`src/rtl/booth_mul_iter.sv`:
```
// -----------------------------------------------------------------------------
// booth_mul_iter
//
// Iterative 32x32 -> 64 multiplier using radix-4 Booth recoding. One Booth
// digit (one partial product) is retired per clock. The operation can be
// signed or unsigned, and the choice is made per request.
//
// Both operands are extended to 34 bits (sign or zero, per mul_signed). This
// makes the unsigned case a plain signed multiply of non-negative values.
// A 34-bit multiplier yields 17 Booth digits. Every operation therefore takes
// exactly 17 BUSY cycles, with no early termination.
//
// Ports:
//   clk         clock, all state updates on the rising edge
//   reset       synchronous, active-high reset
//   x           multiplicand, sampled on the accept edge only
//   y           multiplier, sampled on the accept edge only
//   mul_signed  1 = two's-complement operands, 0 = unsigned (accept edge only)
//   in_valid    request valid
//   in_ready    block idle and able to accept a request
//   out_valid   product valid, held until consumed
//   out_ready   consumer accepts the product
//   p           64-bit product, holds its value until the next completion
// -----------------------------------------------------------------------------
module booth_mul_iter (
    input  logic        clk,
    input  logic        reset,
    input  logic [31:0] x,
    input  logic [31:0] y,
    input  logic        mul_signed,
    input  logic        in_valid,
    output logic        in_ready,
    output logic        out_valid,
    input  logic        out_ready,
    output logic [63:0] p
);

    // Accumulator width. The true product always fits in 64 bits. The extra
    // bits let the Booth sums wrap without losing information, and the
    // modulo-2^68 result's low 64 bits are the exact product.
    localparam int ACC_W = 68;
    localparam logic [4:0] LAST_DIGIT = 5'd16;

    typedef enum logic [1:0] {
        ST_IDLE,
        ST_BUSY,
        ST_DONE
    } state_t;

    state_t state;
    state_t state_next;

    logic [4:0]       count;   // index of the Booth digit being retired
    logic [ACC_W-1:0] mcand;   // extended multiplicand, pre-scaled by 4^count
    logic [34:0]      mplier;  // {y_ext, 1'b0}, shifted right 2 bits per digit
    logic [ACC_W-1:0] acc;

    logic accept;
    logic last_digit;

    // Operand extension on the accept edge
    logic [33:0] x_ext;
    logic [33:0] y_ext;

    assign x_ext = {{2{mul_signed & x[31]}}, x};
    assign y_ext = {{2{mul_signed & y[31]}}, y};

    assign accept     = in_valid & in_ready;
    assign last_digit = (state == ST_BUSY) && (count == LAST_DIGIT);

    // -------------------------------------------------------------------------
    // State register
    // -------------------------------------------------------------------------
    // NOTE: sequential state is written only with non-blocking assignments,
    // so every register samples the values from before the edge.
    always_ff @(posedge clk) begin
        if (reset) begin
            state <= ST_IDLE;
        end else begin
            state <= state_next;
        end
    end

    // -------------------------------------------------------------------------
    // Next-state and handshake outputs
    // -------------------------------------------------------------------------
    // NOTE: every signal driven here gets a default first. No path can leave
    // a signal unassigned, so no latches are inferred.
    always_comb begin
        state_next = state;
        in_ready   = 1'b0;
        out_valid  = 1'b0;

        case (state)
            ST_IDLE: begin
                in_ready = 1'b1;
                if (in_valid) begin
                    state_next = ST_BUSY;
                end
            end
            ST_BUSY: begin
                if (count == LAST_DIGIT) begin
                    state_next = ST_DONE;
                end
            end
            ST_DONE: begin
                out_valid = 1'b1;
                if (out_ready) begin
                    state_next = ST_IDLE;
                end
            end
            default: begin
                state_next = ST_IDLE;
            end
        endcase
    end

    // -------------------------------------------------------------------------
    // Booth digit decode and partial-product add
    // -------------------------------------------------------------------------
    // The triplet {y[2c+1], y[2c], y[2c-1]} sits in mplier[2:0]. Because
    // mplier starts as {y_ext, 1'b0}, the implicit y[-1] = 0 is already in
    // place for digit 0.
    logic [2:0]       triplet;
    logic [ACC_W-1:0] pp_sel;
    logic             pp_neg;
    logic [ACC_W-1:0] pp_term;
    logic [ACC_W-1:0] acc_sum;

    always_comb begin
        triplet = mplier[2:0];
        pp_sel  = '0;
        pp_neg  = 1'b0;

        case (triplet)
            3'b001, 3'b010: begin               // +X
                pp_sel = mcand;
            end
            3'b011: begin                       // +2X
                pp_sel = mcand << 1;
            end
            3'b100: begin                       // -2X
                pp_sel = mcand << 1;
                pp_neg = 1'b1;
            end
            3'b101, 3'b110: begin               // -X
                pp_sel = mcand;
                pp_neg = 1'b1;
            end
            default: begin                      // 000 / 111 -> 0
                pp_sel = '0;
                pp_neg = 1'b0;
            end
        endcase

        // Negation is the one's complement plus a carry-in of 1. The two
        // together form -pp_sel modulo 2^ACC_W, so no separate negator is
        // needed.
        pp_term = pp_neg ? ~pp_sel : pp_sel;
        acc_sum = acc + pp_term + {{(ACC_W-1){1'b0}}, pp_neg};
    end

    // -------------------------------------------------------------------------
    // Datapath registers
    // -------------------------------------------------------------------------
    // NOTE: the datapath registers are reset together with the control state.
    // The product register is architecturally visible, and it must read zero
    // after reset.
    always_ff @(posedge clk) begin
        if (reset) begin
            count  <= '0;
            mcand  <= '0;
            mplier <= '0;
            acc    <= '0;
            p      <= '0;
        end else begin
            case (state)
                ST_IDLE: begin
                    if (accept) begin
                        mcand  <= {{(ACC_W-34){x_ext[33]}}, x_ext};
                        mplier <= {y_ext, 1'b0};
                        acc    <= '0;
                        count  <= '0;
                    end
                end
                ST_BUSY: begin
                    acc    <= acc_sum;
                    // Scaling the multiplicand by 4 gives the next digit its
                    // 4^count weight. Shifting the multiplier by 2 brings the
                    // next triplet into bits [2:0].
                    mcand  <= mcand << 2;
                    mplier <= mplier >> 2;
                    count  <= count + 5'd1;
                    if (last_digit) begin
                        p <= acc_sum[63:0];
                    end
                end
                default: begin
                    // DONE: p holds steady until it is consumed, and the
                    // operand inputs are ignored.
                end
            endcase
        end
    end

endmodule

```
`config.mk`:
```
export PLATFORM = sky130hd
export DESIGN_NAME = booth_mul_iter
export DESIGN_NICKNAME = d
export VERILOG_FILES = /design/src/rtl/booth_mul_iter.sv
export SDC_FILE = /design/constraint.sdc
export NUM_CORES = 1
export LEC_CHECK = 0
export CAP_MARGIN = 20
export CORE_ASPECT_RATIO = 1.2
export CORE_MARGIN = 1.5
export CORE_UTILIZATION = 31
export CTS_CLUSTER_SIZE = 28
export DETAILED_ROUTE_END_ITERATION = 16
export GPL_ROUTABILITY_DRIVEN = 0
export MAX_ROUTING_LAYER = met4
export SLEW_MARGIN = 10
export SYNTH_ARGS = -nofsm -noshare
export SYNTH_HDL_FRONTEND = slang
export SYNTH_SLANG_ARGS = --single-unit
```
`constraint.sdc`:
```
create_clock -name clk -period 9.1 [get_ports clk]
set_input_delay 0.91 -clock clk [delete_from_list [all_inputs] [get_ports clk]]
set_output_delay 0.91 -clock clk [all_outputs]
set_load 0.02 [all_outputs]
```
; Word level (Yosys, flattened, before mapping)
; Index checks and enable logic that the tools add are counted.
; Widths: inputs -> output; s select.
[word_totals]
output_inout_bits = 66
word_cells = 52
input_bits = 69
ff_bits = 242
[classes]
reduce_logical = 9
n_eq_ne = 13
add_sub_neg = 3
bitwise_logic = 4
muxes = 17
[ops]
columns = op, count
row1 = $pmux 68 s2, 3
row2 = $mux 68, 3
row3 = $pmux 35 s2, 1
row4 = $add 68x1->68, 1
row5 = $add 68x68->68, 1
row6 = $not 68->68, 1
row7 = $mux 35, 1
row8 = $pmux 5 s2, 1
row9 = $eq 3x3->1 const B, 3
row10 = $eq 3x2->1 const B, 2
row11 = $mux 2, 3
row12 = $ne 2x2->1 const B, 3
row13 = $pmux 2 s3, 1
row14 = $add 5x1->5 const B, 1
row15 = $eq 5x5->1 const B, 1
row16 = $mux 5, 1
row17 = $reduce_and 2->1, 2
row18 = $reduce_or 4->1, 1
row19 = $and 1x1->1, 3
row20 = $eq 3x1->1 const B, 1
row21 = $mux 1, 3
row22 = $reduce_and 3->1, 1
row23 = $reduce_or 3->1, 1
row24 = $eq 2x1->1 const B, 1
row25 = other kinds (6), 6

; Longest topological paths before layout
[logic_depth]
word_depth = 8
ltp_mapped = 20
mapped_depth_nobuf = 16

; Worst setup path before layout
; No wires, ideal clock.
[synth_path]
kind = flip-flop to flip-flop
start = reg mplier[0]
end = reg acc[44]
t_required_ns = 8.983
path_slack_ns = 4.920
path_stages_with_launch = 19
arrival_time_ns = 4.063
setup_time_ns = 0.117
path_buffers = 3
period_less_slack_ns = 4.180
cell_sequence = dfxtp_1 inv_1 ha_1 o31ai_1 buf_2 buf_1 xor2_1 fa_1 a21o_1 a221oi_1 nor3_2 o2111ai_1 a211o_1 and2_1 buf_2 o31ai_1 a21oi_1 xnor2_1 a22o_1
[synth_via]
elab_chain_len = 8
elab_cells_between_ends = 16
classes_between = 2 x add/sub / 6 x eq/ne / 4 x mux / 1 x bitwise / 3 x reduce/logical
[synth_lines]
columns = item, line
row1 = from (decl), 55  ; logic [34:0] mplier;
row2 = from (signal assigned), 181  ; mplier <= {y_ext, 1'b0};
row3 = from (signal assigned), 192  ; mplier <= mplier >> 2;
row4 = "$eq 3x3->1, or another cell as far along", 135  ; case (triplet)
row5 = $reduce_or 4->1 (no source line) / $reduce_or 2->1 (equally long branches), --
row6 = $pmux 68 s2, 135
row7 = $not 68->68, 159  ; pp_term = pp_neg ? ~pp_sel : pp_sel;
row8 = $mux 68, 159
row9 = $add 68x68->68, 160  ; acc_sum = acc + pp_term + {{(ACC_W-1){1'b0}}, pp_neg};
row10 = $add 68x1->68 (*), 160
row11 = $pmux 68 s2 (*), 177  ; case (state)
row12 = to (signal assigned), 187  ; acc <= acc_sum;
row13 = to (decl), 56  ; logic [ACC_W-1:0] acc;
; Every way passes the cells marked *; elsewhere a longest branch is shown, timed or not.
; A chain may end at the register's enable or synchronous reset.

; Worst setup path in the final report
[layout_path]
start = reg mplier[0]
end = reg p[58]
[layout_via]
elab_chain_len = 7
elab_cells_between_ends = 15
classes_between = 2 x add/sub / 6 x eq/ne / 3 x mux / 1 x bitwise / 3 x reduce/logical
[layout_lines]
columns = item, line
row1 = "$eq 3x3->1, or another cell as far along", 135
row2 = $reduce_or 4->1 (no source line) / $reduce_or 2->1 (equally long branches), --
row3 = $pmux 68 s2, 135
row4 = $not 68->68, 159
row5 = $mux 68, 159
row6 = $add 68x68->68, 160
row7 = $add 68x1->68 (*), 160
row8 = to (signal assigned), 195  ; p <= acc_sum[63:0];
row9 = to (decl), 35  ; output logic [63:0] p
; Marked as above.

==> impl_metrics.ini <==
[setup_path]
cp-end-kind = register
cp_cell_sequence = inv_1 -> ha_2 -> o31ai_4 -> buf_4 -> xor2_1 -> ha_1 -> nand4_2 -> o21ai_0 -> o22ai_1 -> and3_1 -> a32oi_1 -> a31oi_1 -> o41ai_2 -> a21oi_1 -> or4_1 -> nand3_1
required_ps = 9590
start_kind = register
path_buf_inv = 2
cp_slowest_cell = buf_4
crit_family = compound AO/OA/AOI/OAI gates
arrival_ps = 5660
worstSetupPathType = reg -> reg
cpPeakStageDelay_ps = 740
crit_fanout = 64
rr_worst_depth = 16
path_depth = 16

[drt]
vias = 12670
drt_wl_total_mm = 39.93
firstDrtPassIters = 5
routedWlPerCell_um = 17.21
drt_first_iter_violations = 712
viasPerCell = 5.459
ant_nets = 0
drc = 0

[synth]
synth_top_area_frac = 0.3465
synth_nets = 1848
ys_seq_elements = 233
synth_enable_flop_cells = 0
synthMostInstantiatedCell = nand2_1
yosys-top-cells-area = dfxtp_1 35%, nand2_1 8.3%, a21oi_1 8.1%, a22oi_1 7.2%, ha_1 6.9%
synth.top_cells.by_count = 297 x nand2_1, 233 x dfxtp_1, 217 x a21oi_1, 129 x a22oi_1, 102 x clkbuf_1
ys_async_sr_fraction = 0
synth_top_cell_by_area = dfxtp_1
synth.distinct_cells = 71
synth_ff_type = dfxtp_1
netlist_area_um2 = 13460
avgSynthCellArea_um2 = 7.900
yosys_warnings = 0
seq_area_frac_synth = 0.3465
synthCells = 1704

[timing]
rsz0062_at_grt = no
whs_ps = 453.3
relSlewSlack = 0.3082
worst_pin_slew_ps = 1035
clock.fmax_mhz = 193.7
worst_slack_ps = 3937
hold_violations = 0
period_share = 0.5673
maxSlewViolCount = 0
layout_min_cycle_time_ps = 5163
finalClockSkew_ps = 23.68
setup_tns_ps = 0
setup_viol = 0

[cts]
numCtsBuffers = 25
clock-sinks = 233
path_clk_slew_ps = 60
cts-root-buf = clkbuf_16
hold_buffers = 0
cts_tree = built
clk_latency_ps = 560
clockBufferDepth = 3
htreeDepth = 1
post_cts_resized = 0
cts_setup_buffers = 0

[pwr]
peakVddDrop_mv = 0.1020
p_leak_nw = 5.660
total_power_mw = 2.564
power_density_nw_per_um2 = 160.2

[global_route]
grt_max_degree = 91
grt_pass1_vias = 12080
grt_pass1_wl_mm = 64.34
grt-ovfl-total = 0
grt_use_total = 0.1769
antenna_found_initial = 0

[layout]
num-nets-final = 1893
syn2layout_area_growth_pct = 18.91
antennaDiodeCount = 0
drive_gt1_frac = 0.05260

[status]
status = complete, no violations

[floorplanning]
die_w_um = 193.2
core-area_um2 = 42790
ios = 135
rows = 83
die_h_um = 231.3
dieArea_um2 = 44690
start_util = 0.3146

[run]
drv_cap = 0

[min_path]
hold_class = reg -> reg
hold_path_depth = 2

[placement]
hpwl_mm = 28.27
place_ws_ps = 3980
io_buffers = 134
## cell type report
type / instances / area, um^2
Fill cell: 4492 / 26780
Inverter: 18 / 67.56
Multi-Input combinational cell: 1323 / 8283
Timing Repair Buffer: 148 / 1468
Tap cell: 552 / 690.7
Clock inverter: 12 / 105.1
Clock buffer: 34 / 729.5
Sequential cell: 233 / 4664
## worst reg2reg max path: cells and delay by family (launching register included)
kind | cells | cell delay, ps
flops | 1 | 390
simple gates | 4 | 990
xor+xnor | 1 | 270
fa+ha+maj | 2 | 770
compound gates | 7 | 1880
buf+inv | 2 | 820
## registers in the layout (all words and copies together) (netlist names)
| signal | count |
|---|---|
| state | 2 |
| count | 5 |
| mplier | 34 |
| p | 64 |
| acc | 64 |
| mcand | 64 |
## power by group
group | internal [mW] | switching, mW | leakage [nW]
clock network | 0.593 | 0.451 | 0.412
registers | 1.06 | 0.0366 | 1.89
logic | 0.150 | 0.272 | 3.35
total | 1.80 | 0.760 | 5.66
## metrics by stage
stage | std cells | utilization | instance area (um^2)
4_1_cts | 2320 | 0.3741 | 16010
5_1_grt | 2320 | 0.3741 | 16010
6_report | 2320 | 0.3741 | 16010
3_5_place_dp | 2274 | 0.3546 | 15170
3_3_place_gp | 2273 | 0.3540 | 15150
2_1_floorplan | 1704 | - | 13460
## cells in the final DEF, fill, tap and decap left out, types with 20 or more instances in the layout
| cell | n |
|---|---|
| a21o_1 | 28 |
| a21oi_1 | 217 |
| a22o_1 | 25 |
| a22oi_1 | 129 |
| a31oi_1 | 44 |
| clkbuf_16 | 25 |
| clkdlybuf4s50_1 | 133 |
| dfxtp_1 | 233 |
| ha_1 | 73 |
| nand2_1 | 296 |
| nand3_1 | 70 |
| nand4_1 | 25 |
| nor2_1 | 64 |
| nor3_1 | 20 |
| o21ai_0 | 56 |
| xnor2_1 | 41 |
| xor2_1 | 85 |
## kinds of logic (layout without fill, tap and decap cells)
logic type / Yosys count / count (layout) / synth area share
simple gates: 537 / 537 / 0.1778
flops: 233 / 233 / 0.3465
xor+xnor: 126 / 126 / 0.08198
fa+ha+maj: 75 / 75 / 0.07027
compound gates: 583 / 583 / 0.2788
mux: 2 / 2 / 0.002509
buf+inv: 148 / 212 / 0.04210
## final timing paths
kind,to,slack [ps],startpoint
max,p[58]$_SDFFE_PP0P_,3940,mplier[0]$_SDFFE_PP0P_
min,p[3]$_SDFFE_PP0P_,450,p[3]$_SDFFE_PP0P_
max reg2reg,p[58]$_SDFFE_PP0P_,3940,mplier[0]$_SDFFE_PP0P_
min reg2reg,p[3]$_SDFFE_PP0P_,450,p[3]$_SDFFE_PP0P_
## layer usage
metal  up-vias  wire length, um  GRT usage
met5         -                0          -
met4         0              824    0.04990
met3        51             1801    0.02197
met2       330            18820     0.2898
met1      6014            18490     0.2288
li1       6271                -          -
Note: power is estimated with default switching activity, not from simulation.
==> edit 1: new RTL, same settings <==
Change the localparam `ACC_W` from 68 to 136.
--- a/src/rtl/booth_mul_iter.sv
+++ b/src/rtl/booth_mul_iter.sv
@@ -40,3 +40,3 @@
     // modulo-2^68 result's low 64 bits are the exact product.
-    localparam int ACC_W = 68;
+    localparam int ACC_W = 136;
     localparam logic [4:0] LAST_DIGIT = 5'd16;
Formal check against the unedited RTL: no difference found for any inputs over 10 cycles, from zero or initial values and one cycle with reset high; that may be too few to reach the edited logic, so the function may still have changed.
==> edit 1 against the original RTL <==
  * Clock skew fell by 2.3 ps
  * Worst setup slack got worse by 82 ps
  * First-iteration DRC count rose by 27%
  * Area after synthesis rose by 5.9%
  * Critical path depth fell by 1
  * Wire length rose by 6.2%
  * Cell area rose by 5.0%
  * Utilization fell by 0.15 points
  * Global-route usage rose by 0.33 points
  * Total power rose by 12%
  * Sequential cell count did not move
  * Cell count rose by 9.2%
  * Largest power group unchanged
==> edit 1: results (changes against the original RTL) <==
Critical Path AT: 5690 ps (was 5660 ps)
CTS buffer count: 26 (was 25)
Placed inst area: 15900 um^2 (was 15200 um^2)
GRT Total Usage: 18.0% (was 17.7%)
Crit path from: mplier[1] (was mplier[0])
Setup crit end: acc[63] (was p[58])
Status: finished, final reports clean (unchanged)
Vias: 13500 (was 12700)
Slew headroom: 29.7% (was 30.8%)
Peak VDD IR: 125 uV (was 102 uV)
Crit-path slowest cell: mux2_2 (was buf_4)
First-pass GRT wire length: 67500 um (was 64300 um)
Mux contribution to synthesized area: 0.290% (was 0.251%)
Post-Synth XOR/XNOR Area: 6.82% (was 8.20%)
Initial antenna violation count: 1 (was 0)
Synth cell count leaders: 288 x nor2_1, 233 x dfxtp_1, 225 x a21oi_1 (was 297 x nand2_1, 233 x dfxtp_1, 217 x a21oi_1)
R2R Setup Slk: 3850 ps (was 3940 ps)
Total Wirelength: 42400 um (was 39900 um)
Adder-Cell Fraction of Synth Area: 6.63% (was 7.03%)
P_leak: 6.35 nW (was 5.66 nW)
Worst R2R Path Depth: 15 (was 16)
Top cells by area, synth: dfxtp_1 33%, a21oi_1 7.9%, nor2_1 7.6%, a22oi_1 6.7%, ha_1 6.5% (was dfxtp_1 35%, nand2_1 8.3%, a21oi_1 8.1%, a22oi_1 7.2%, ha_1 6.9%)
Register area share after synthesis: 32.7% (was 34.7%)
Layout Nets: 2048 (was 1893)
Layout cells sized above 1: 4.99% (was 5.26%)
Library cells used by synthesis: 79 (was 71)
Synth Area in Compound Gates: 25.7% (was 27.9%)
HPWL Detailed: 30300 um (was 28300 um)
Vias in the first global route: 12900 (was 12100)
Critical Path Fanout Max: 63 (was 64)
## edit 1: final cells by class
| type | count | area (um^2) |
|---|---|---|
| Tap cell | 609 | 762 |
| Clock buffer | 36 | 769 |
| Inverter | 23 | 86.3 |
| Multi-Input combinational cell | 1472 | 8950 |
| Sequential cell | 233 | 4670 |
| Antenna cell | 1 | 2.50 |
| Clock inverter | 12 | 113 |
| Timing Repair Buffer | 148 | 1450 |
| Fill cell | 4728 | 28300 |
## edit 1: how the worst min path moves through the flow
stage                     startpoint       to  slack (ps)  depth (start not counted)
final                          p[40]    p[40]         450                          2
after global routing           p[46]    p[46]         470                          2
after CTS                      p[39]    p[39]         450                          2
after detailed placement       p[39]    p[39]         450                          2
after global placement       acc[59]  acc[59]         440                          2
after floorplan              acc[35]  acc[35]         430                          2
## edit 1: stage by stage
stage          setup slack (ps)  total power [mW]  std cells  hold WS (ps)
3_5_place_dp               3980              1.80       2485           446
4_1_cts                    3980              2.90       2533           454
2_1_floorplan              4660              1.63       1864           430
3_3_place_gp               4120              1.79       2484           440
6_report                   3850              2.88       2534           452
5_1_grt                    3450              3.03       2534           474
## edit 1: logic make-up (layout without fill, tap and decap cells)
kind of cell	after synthesis	after routing
muxes	4	4
DFF	233	233
adders and majority gates	75	75
AOI/OAI and AO/OA	563	563
buffers and inverters	159	219
other	0	1
xor gates and xnor gates	111	111
and+or+nand+nor	719	719
## edit 1: routing by layer
layer | vias up | global-route usage [%] | wire length [um]
li1 | 6708 | - | -
met1 | 6369 | 23.7 | 19600
met2 | 370 | 27.5 | 18700
met3 | 87 | 3.05 | 2590
met4 | 0 | 6.84 | 1470
met5 | - | - | 0
## edit 1: power breakdown
part | internal, mW | switching (mW)
logic | 0.240 | 0.420
registers | 1.07 | 0.0515
clock network | 0.645 | 0.449
total | 1.96 | 0.921
## edit 1: worst min-delay path, cell delays in order (launching register included)
cell	delay (ps)
dfxtp_1	310
nand2_1	50
a21oi_1	50
==> edit 2: new RTL, same settings <==
Made on the original files. Re-encode `state_t` (3 states) as one-hot, 3 bits wide.
--- a/src/rtl/booth_mul_iter.sv
+++ b/src/rtl/booth_mul_iter.sv
@@ -43,6 +43,6 @@
 
-    typedef enum logic [1:0] {
-        ST_IDLE,
-        ST_BUSY,
-        ST_DONE
+    typedef enum logic [2:0] {
+        ST_IDLE = 3'b001,
+        ST_BUSY = 3'b010,
+        ST_DONE = 3'b100
     } state_t;
Behaviour: same outputs for any inputs over 10 cycles, from zero or initial values and one cycle with reset high; not proved beyond that.
==> edit 2 against the original RTL <==
  * Combinational power fell by 7.1%
  * Total power decreased by 0.33%
  * Area after synthesis rose by 2.5%
  * Worst setup slack worse by 89 ps
  * Cell count increased by 4.0%
  * Sequential cell count increased by 1
  * Wire length rose by 2.4%
  * Cell area rose by 1.9%
  * Highest routed layer unchanged
==> edit 2: results (changes against the original RTL) <==
Synth Net Count: 1939 (was 1848)
Placed inst area: 15500 um^2 (was 15200 um^2)
Layout cells sized above 1: 4.32% (was 5.26%)
Drt pass-1 iters: 5 (unchanged)
Avg WL per Cell: 17.0 um (was 17.2 um)
Postcts setup bufs: 0 (unchanged)
Filler cells: 4504 (was 4492)
Worst Skew: 12.0 ps (was 23.7 ps)
Post-CTS Hold Fix Bufs: 0 (unchanged)
Vias in the first global route: 12500 (was 12100)
Synth cell count leaders: 340 x nand2_1, 234 x dfxtp_1, 186 x a21oi_1 (was 297 x nand2_1, 233 x dfxtp_1, 217 x a21oi_1)
Top cells by area, synth: dfxtp_1 34%, nand2_1 9.3%, a21oi_1 6.7%, ha_1 6.7%, xor2_1 5.5% (was dfxtp_1 35%, nand2_1 8.3%, a21oi_1 8.1%, a22oi_1 7.2%, ha_1 6.9%)
Critical Path Fanout Max: 64 (unchanged)
H-tree levels: 1 (unchanged)
Pre-CTS WS: 3840 ps (was 3980 ps)
Asr flop ratio synth: 0% (unchanged)
GRT Total Usage: 18.1% (was 17.7%)
Largest net degree at the start of global routing: 109 (was 91)
Status: finished, final reports clean (unchanged)
First-pass GRT wire length: 66300 um (was 64300 um)
HPWL Detailed: 28700 um (was 28300 um)
Tightest Pin Transition: 1090 ps (was 1040 ps)
P_leak: 5.84 nW (was 5.66 nW)
Peak VDD IR: 119 uV (was 102 uV)
Ant. Diodes: 0 (unchanged)
Layout Nets: 1979 (was 1893)
Register area share after synthesis: 34.0% (was 34.7%)
Worst hold-check path type: flop to flop (unchanged)
Starting DRT DRC Count: 984 (was 712)
Library cells used by synthesis: 68 (was 71)
Vias per cell: 5.45 (was 5.46)
PortBufs: 134 (unchanged)
==> edit 2: changes by cell type in the layout (fill, tap and decap cells not counted), moves of 34 or more <==
cell and delta:
a22oi_1 -34, o21ai_0 +41, nand3_1 -49, nand2_1 +43, nor2_1 +77, a31oi_1 -34
a311oi_1 +64
==> edit 2: logic make-up (layout without fill, tap and decap cells) <==
logic type / count (synthesis) / in the layout / share of synthesized area (%)
AND/OR/NAND/NOR: 612 / 612 / 18.9
AO/OA/AOI/OAI: 577 / 577 / 27.4
flip-flops: 234 / 234 / 34.0
buffers and inverters: 168 / 226 / 4.68
XOR/XNOR: 124 / 124 / 7.87
adder cells (fa/ha/maj): 75 / 75 / 6.86
multiplexers: 5 / 5 / 0.372
==> edit 2: area by class of cell <==
class                   count  share of cell area, %
flip-flops and latches    234                   28.7
well taps                 559                   4.29
inverters                  31                  0.713
clock buffers              32                   4.12
multi-input cells        1393                   52.1
repair buffers            150                   9.07
clock inverters            13                  0.981
==> edit 2: routing by layer <==
metal	vias up	track usage, %	wire length [um]
met3	49	2.39	2130
met4	0	4.51	743
li1	6508	-	-
met5	-	-	0
met1	6229	23.4	18800
met2	353	29.8	19200
==> edit 2: per-stage QoR <==
stage               utilization [%]  total power [mW]  hold slack, ps  cells
floorplan                         -              1.39             429   1795
global placement               35.3              1.51             439   2366
detailed placement             35.3              1.51             445   2366
CTS                            37.2              2.58             455   2411
global route                   37.2              2.66             470   2412
finish                         37.2              2.56             451   2412
==> edit 2: path summary, 6_finish.rpt <==
| check | startpoint | end | slack (ps) | cells after the start |
|---|---|---|---|---|
| max | mplier[0] | p[57] | 3850 | 16 |
| min | p[26] | p[26] | 450 | 2 |
| max reg2reg | mplier[0] | p[57] | 3850 | 16 |
| min reg2reg | p[26] | p[26] | 450 | 2 |
==> edit 2: critical path, stage by stage, from the launching register on <==
cell	delay, ps
dfxtp_1	380
inv_1	80
ha_2	200
nor3_1	260
nand2b_4	870
xor2_1	150
ha_1	380
a21oi_1	270
o21ai_0	180
a32oi_1	470
o21ai_2	180
a311oi_1	710
o21a_1	310
o31ai_2	130
and3_1	240
mux2i_1	180
a21oi_1	80
==> edit 2: power by group <==
| part | switching [mW] | internal [mW] |
|---|---|---|
| clock | 0.450 | 0.610 |
| sequential | 0.0377 | 1.07 |
| combinational | 0.250 | 0.142 |
| total | 0.738 | 1.82 |
